===== src/rtl/poly_compress_pack.sv =====
// poly_compress_pack: Kyber Compress_q(x, D) over 256 serializer coefficients,
// bit-packed little-endian (ByteEncode_D order) into a valid/ready byte stream.
// One start yields exactly 32*D bytes.
// Optional: define POLY_PACK_RANGE_CHECK_EN to add a sticky coef_err output
// flagging coefficients >= 2Q.
module poly_compress_pack #(
   parameter int D = 10,
   parameter int Q = 3329
) (
   input  logic        clk,
   input  logic        reset,
   input  logic        start,
   output logic [7:0]  coef_idx,
   input  logic [15:0] coef_in,
   output logic [7:0]  byte_out,
   output logic        byte_valid,
   input  logic        byte_ready,
   output logic        busy,
   output logic        done
`ifdef POLY_PACK_RANGE_CHECK_EN
   ,
   output logic        coef_err
`endif
);

   // 7 carried bits plus up to 11 new bits
   localparam int AW = 18;
   localparam int NW = 12 + D;

   typedef enum logic [2:0] {S_IDLE, S_ADDR, S_CAPT, S_EMIT, S_DONE} state_t;

   state_t          state_q, state_d;
   logic [7:0]      n_q, n_d;
   logic [AW-1:0]   acc_q, acc_d;
   logic [4:0]      cnt_q, cnt_d;
   logic [11:0]     x;
   logic [NW-1:0]   num;
   logic [D-1:0]    c;
`ifdef POLY_PACK_RANGE_CHECK_EN
   logic            err_q, err_d;
`endif

   // Compress: one conditional subtract, then exact rounding division by Q.
   // Truncation to D bits implements the mod 2^D wrap for x near Q.
   always_comb begin
      x   = (coef_in >= 16'(Q)) ? 12'(coef_in - 16'(Q)) : coef_in[11:0];
      num = (NW'(x) << D) + NW'(Q / 2);
      c   = D'(num / NW'(Q));
   end

   // Next-state: fetch, compress/append, drain whole bytes, advance.
   always_comb begin
      state_d = state_q;
      n_d     = n_q;
      acc_d   = acc_q;
      cnt_d   = cnt_q;
      case (state_q)
         S_IDLE: if (start) begin
            n_d     = '0;
            acc_d   = '0;
            cnt_d   = '0;
            state_d = S_ADDR;
         end
         S_ADDR: state_d = S_CAPT;
         S_CAPT: begin
            acc_d   = acc_q | (AW'(c) << cnt_q);
            cnt_d   = cnt_q + 5'(D);
            state_d = S_EMIT;
         end
         S_EMIT: begin
            if (cnt_q >= 5'd8) begin
               if (byte_ready) begin
                  acc_d = acc_q >> 8;
                  cnt_d = cnt_q - 5'd8;
               end
            end else if (n_q == 8'd255) begin
               state_d = S_DONE;
            end else begin
               n_d     = n_q + 8'd1;
               state_d = S_ADDR;
            end
         end
         S_DONE:  state_d = S_IDLE;
         default: state_d = S_IDLE;
      endcase
   end

`ifdef POLY_PACK_RANGE_CHECK_EN
   // Sticky range flag, cleared by an accepted start.
   always_comb begin
      err_d = err_q;
      if (state_q == S_IDLE && start) err_d = 1'b0;
      if (state_q == S_CAPT && coef_in >= 16'(2 * Q)) err_d = 1'b1;
   end
   assign coef_err = err_q;
`endif

   // State registers with synchronous reset.
   always_ff @(posedge clk) begin
      if (reset) begin
         state_q <= S_IDLE;
         n_q     <= '0;
         acc_q   <= '0;
         cnt_q   <= '0;
`ifdef POLY_PACK_RANGE_CHECK_EN
         err_q   <= 1'b0;
`endif
      end else begin
         state_q <= state_d;
         n_q     <= n_d;
         acc_q   <= acc_d;
         cnt_q   <= cnt_d;
`ifdef POLY_PACK_RANGE_CHECK_EN
         err_q   <= err_d;
`endif
      end
   end

   // Outputs decode from registered state only, so they hold during stalls.
   assign coef_idx   = n_q;
   assign byte_out   = acc_q[7:0];
   assign byte_valid = (state_q == S_EMIT) && (cnt_q >= 5'd8);
   assign busy       = (state_q == S_ADDR) || (state_q == S_CAPT) || (state_q == S_EMIT);
   assign done       = (state_q == S_DONE);

endmodule


===== config.mk =====
export PLATFORM = sky130hd
export DESIGN_NAME = poly_compress_pack
export DESIGN_NICKNAME = d
export VERILOG_FILES = /design/src/rtl/poly_compress_pack.sv
export SDC_FILE = /design/constraint.sdc
export NUM_CORES = 1
export LEC_CHECK = 0
export BUFFER_PORTS_ARGS = -buffer_cell sky130_fd_sc_hd__buf_4
export CAP_MARGIN = 10
export CORE_ASPECT_RATIO = 1.4
export CORE_MARGIN = 3
export CORE_UTILIZATION = 59
export CTS_CLUSTER_SIZE = 30
export DETAILED_ROUTE_END_ITERATION = 12
export PLACE_DENSITY_LB_ADDON = 0.08
export SLEW_MARGIN = 20
export SYNTH_ARGS = -nofsm -noshare
export SYNTH_HDL_FRONTEND = slang
export SYNTH_SLANG_ARGS = --single-unit

===== constraint.sdc =====
create_clock -name clk -period 16.9 [get_ports clk]
set_input_delay 1.69 -clock clk [delete_from_list [all_inputs] [get_ports clk]]
set_output_delay 1.69 -clock clk [all_outputs]
set_load 0.01 [all_outputs]

# Word level (Yosys, flattened, before mapping)

Cells that the tools add are included.
Widths: inputs -> output; s select.

Register bits: 34
Output and inout port bits: 19
Logic and storage cells: 50

$add $sub $neg: 5
Divide/modulo/power cells: 1
Magnitude comparators: 2
Eq/ne operators: 10
Shift operators: 1
Mux-type cells: 17
Bitwise operators: 1
Reductions and logical operators: 9

Operators by type and width:

| kind                   | count |
|---|---|
| $mux 18                | 3 |
| $pmux 18 s3            | 1 |
| $mux 8                 | 3 |
| $add 22x11->22 const B | 1 |
| $div 22x12->22 const B | 1 |
| $or 18x18->18          | 1 |
| $shl 10x5->18          | 1 |
| $ge 16x12->1 const B   | 1 |
| $pmux 8 s2             | 1 |
| $mux 5                 | 3 |
| $pmux 5 s3             | 1 |
| $mux 12                | 1 |
| $pmux 3 s4             | 1 |
| $sub 12x12->12 const B | 1 |
| $ne 2x2->1 const B     | 5 |
| $mux 3                 | 3 |
| $add 8x1->8 const B    | 1 |
| $eq 8x8->1 const B     | 1 |
| $reduce_and 4->1       | 2 |
| $eq 3x2->1 const B     | 2 |
| $add 5x4->5 const B    | 1 |
| $ge 5x4->1 const B     | 1 |
| $sub 5x4->5 const B    | 1 |
| $eq 3x1->1 const B     | 1 |
| other kinds (7)        | 8 |

# Longest topological paths before layout

Word-level depth: 7
Gate-level depth with buffers: 82
Gate-level depth less buffers: 73

# Least setup slack after synthesis

Ideal clock, no wire load.

Kind: in2reg
Start point: input coef_in[0]
End point: register acc_q[2]
Arrival time: 17186 ps
Data required time: 16767 ps
Path slack: -418 ps
Stages on the path: 79
Buffers on the path: 8
Cell sequence: clkbuf_1 inv_1 ha_1 or3b_2 o31ai_4 buf_6 nand2_2 nand2_1 a21boi_0 ha_1 nand2b_1 a2111oi_0 o2bb2a_4 mux2i_1 xor2_1 nor4_1 nor2_2 xnor2_1 [43 not listed] inv_1 a41oi_1 o2111ai_1 o211ai_2 nand3_1 nand2_2 inv_2 buf_2 ha_1 or4b_1 a21o_1 or3b_1 a21o_1 a21oi_1 a2111oi_0 o2111ai_1 o31ai_1 a2111oi_2

Word-level cells in the longest chain between the ends: 7
Elaborated cells on any way between the ends: 8

Ends and longest elaborated chain:

| element                                        | line | RTL |
|---|---|---|
| start, declared                                | 14   | `input logic [15:0] coef_in,` |
| $ge 16x12->1 or $sub 12x12->12 (tied branches) | 46   | `x = (coef_in >= 16'(Q)) ? 12'(coef_in - 16'(Q)) : coef_in[11:0];` |
| $mux 12 *                                      | 46   |  |
| $add 22x11->22 *                               | 47   | `num = (NW'(x) << D) + NW'(Q / 2);` |
| $div 22x12->22 *                               | 48   | `c = D'(num / NW'(Q));` |
| $shl 10x5->18 *                                | 66   | `acc_d = acc_q \| (AW'(c) << cnt_q);` |
| $or 18x18->18 *                                | 66   |  |
| $pmux 18 s3 *                                  | 57   | `case (state_q)` |
| end signal, assigned                           | 103  | `acc_q <= '0;` |
| end signal, assigned                           | 111  | `acc_q <= acc_d;` |
| end, declared                                  | 34   | `logic [AW-1:0] acc_q, acc_d;` |

Mark *: on every way between the ends. The rest lies on a longest branch, timed or not.
A chain may end at the register's enable or synchronous reset.

# Worst setup path in the final report

Start point: input coef_in[0]
End point: register acc_q[3]

Same word-level chain as after synthesis.

==> flow_metrics.py <==
metrics = {
    "run_status": {
        "status": "finished, final reports clean",
    },
    "floorplanning": {
        "floorplan.rows": 49,
        "die-area_um2": 15020,
        "placeableCoreArea_um2": 13060,
        "die_h_um": 143.8,
        "die_width_um": 104.4,
        "initial_core_util_pct": 61.29,
        "num_io_pins": 39,
    },
    "critical_path": {
        "critPathSlowestCell": "a2111oi_0",
        "path_class": "input pin to register",
        "crit_path_frequent_cell": "ha_1",
        "timing.critical_path.from_type": "input pin",
        "timing.critical_path.required_ps": 17090,
        "critical_path.max_fanout": 15,
        "critPathMaxStageDelay_ps": 900,
        "timing.critical_path.arrival_ps": 16160,
        "crit_path_end_kind": "register",
    },
    "cts": {
        "clockRootBuffer": "clkbuf_16",
        "htree_num_levels": 2,
        "cts-hold-fix-buffers": 0,
        "clock_tree.buffer_depth": 2,
        "cts-buffers-inserted": 5,
        "cts.sink_count": 33,
        "worst_skew_pair.late_latency_ps": 280,
        "clk_pin_slew_worst_paths_ps": 60,
        "clock_tree_from_tritoncts": "done",
    },
    "finish": {
        "fillerInstances": 1204,
        "layout-area-overhead-vs-synth_pct": 10.86,
        "multi_input_comb_area_um2": 6978,
        "utilization_pct": 67.95,
        "layout.cells.non_filler": 1339,
        "net_count_of_the_finished_layout": 1195,
        "drive_gt1_share_pct": 18.88,
        "final-seq-area_um2": 660.6,
    },
    "detailed_routing": {
        "route.top_layer_used": "met4",
        "ant_nets": 0,
        "routed_via_density": 6.894,
        "detail_route.drc_violations": 0,
        "drt_pre_antenna_iters": 5,
        "met2RoutedLength_um": 12810,
        "dr_wl_met3_um": 1290,
        "wirelength_um": 25260,
        "met1_length_um": 10160,
        "drt_iter0_drc": 739,
        "via_count": 9231,
        "post_drt_wl_per_cell_um": 18.87,
    },
    "timing": {
        "final_hold_viol_count": 0,
        "fin_setup_tns_ps": 0,
        "smallest_hold_slack_ps": 479.8,
        "worst_pin_slew_ps": 989.8,
        "relSlewSlack_pct": 32.30,
        "fin_skew_ps": 5.769,
        "maxSlewViolCount": 0,
        "fmaxAchievable_mhz": 62.60,
        "setup_viol": 0,
        "layout_min_cycle_time_ps": 15970,
        "period_share_pct": 94.52,
    },
    "global_route": {
        "grt_pass1_vias": 8552,
        "grt_max_degree": 29,
        "grt_antenna_before_repair": 1,
        "global_route.usage.total_pct": 32.29,
        "grt_first_pass_wirelength_um": 41560,
        "global_route.overflow_total": 0,
    },
    "placement": {
        "post-place-cells": 1325,
        "numPortBuffers": 38,
        "hpwl_um": 19570,
        "gpl.final_weighted_congestion": 1.021,
    },
    "yosys": {
        "yosys_warnings": 0,
        "synth_edf_count": 0,
        "yosysMostFrequentCell": "nor2_1",
        "synthTopCellsByArea": "dfxtp_1 8.3%, xnor2_1 6.1%, nor2_1 5.4%, a21oi_1 4.5%, nand2_1 4.1%",
        "avgSynthCellArea_um2": 7.089,
        "postSynth.asyncResetShare_pct": 0,
        "yosys-top-cells-count": "116 x nor2_1, 87 x nand2_1, 72 x a21oi_1",
        "synth_top_area_share_pct": 8.254,
        "dominantRegCellSynth": "dfxtp_1",
        "synth_seq_cells": 33,
        "syn_inst": 1129,
        "synth_sequential_area_ratio_pct": 8.254,
        "synth_cell_types": 119,
        "synth_top_area_cell": "dfxtp_1",
        "synthesis.nets": 1165,
        "netlist_area_before_placement_um2": 8004,
    },
    "worst_hold_path": {
        "timing.hold.worst.class": "register to register",
    },
    "flow_run": {
        "maxCapViolCount": 0,
    },
}
## repair_timing
action                                  in CTS  in global routing
endpoints found under the hold margin        0                  0
resized for setup                            1                 34
pin swaps                                    0                  7
gates cloned                                 0                  0
buffers inserted                             0                  5
endpoints found under the setup margin       1                 18
## metrics by stage
stage | instance area [um^2] | setup WS [ps]
6_report | 8874 | 926.1
5_1_grt | 8874 | -14.41
4_1_cts | 8688 | 7.525
3_5_place_dp | 8528 | -190.4
3_3_place_gp | 8528 | 217.9
2_1_floorplan | 8026 | 70.67
## final timing paths
kind	from	cells after the start	endpoint	slack [ps]
min reg2reg	acc_q[15]	2	acc_q[15]	480
max reg2reg	cnt_q[2]	7	acc_q[12]	13660
max	coef_in[0]	65	acc_q[3]	930
min	acc_q[15]	2	acc_q[15]	480
## registers in the layout, indices dropped and copies added, names as in the netlist
register	count
acc_q	18
cnt_q	4
coef_idx	8
state_q	3
## cells by family after synthesis
| group | share of synthesized area, % |
|---|---|
| compound gates | 40.03 |
| xor+xnor | 9.911 |
| fa+ha+maj | 2.501 |
| buf+inv | 6.597 |
| flops | 8.254 |
| mux | 3.611 |
| simple gates | 29.09 |
## per-layer routing
metal | vias to the layer above | track usage [%]
met5 | - | 0
met4 | 0 | 13.52
met3 | 88 | 2.831
met2 | 384 | 58.85
met1 | 4341 | 38.91
li1 | 4418 | -
## worst max-delay path, delay by kind of cell
kind,cells,cell delay (ps)
buffers and inverters,9,970
adder cells (fa/ha/maj),6,1460
AND/OR/NAND/NOR,23,5420
multiplexers,1,370
AO/OA/AOI/OAI,26,6190
## cell usage in the layout (no fill, tap or decap), types with 7 or more instances in the layout
master	Yosys	layout
ha_1	16	14
xor2_1	24	23
mux2i_1	12	11
and3_1	16	15
nand4_1	17	17
and4_1	7	7
nor4_1	14	13
nand3b_1	9	9
a21o_1	8	8
inv_1	28	28
and2_1	19	19
o31ai_1	12	11
o22ai_1	17	16
o21ai_0	64	63
mux2_2	10	10
a21oi_1	72	72
nand2_1	87	87
nor2_1	116	115
a31oi_1	15	15
buf_4	9	94
nor3_1	36	33
o211ai_1	16	16
or3_1	17	17
nand2b_1	11	11
a211oi_1	26	26
o21ai_1	20	20
xnor2_1	56	54
or4_1	7	7
dfxtp_1	33	33
o21a_1	17	16
o31a_1	11	11
nand3_1	33	33
## layout make-up
| class | instances | area share [%] |
|---|---|---|
| multi-input cells | 988 | 78.64 |
| inverters | 37 | 1.706 |
| flip-flops and latches | 33 | 7.445 |
| well taps | 178 | 2.510 |
| repair buffers | 94 | 7.953 |
| clock inverters | 2 | 0.1551 |
| clock buffers | 6 | 1.565 |
| diodes | 1 | 0.02820 |
Power is left out: the tool's default activity adds up to more than one toggle a clock period on the data nets, which glitch-free logic cannot reach.
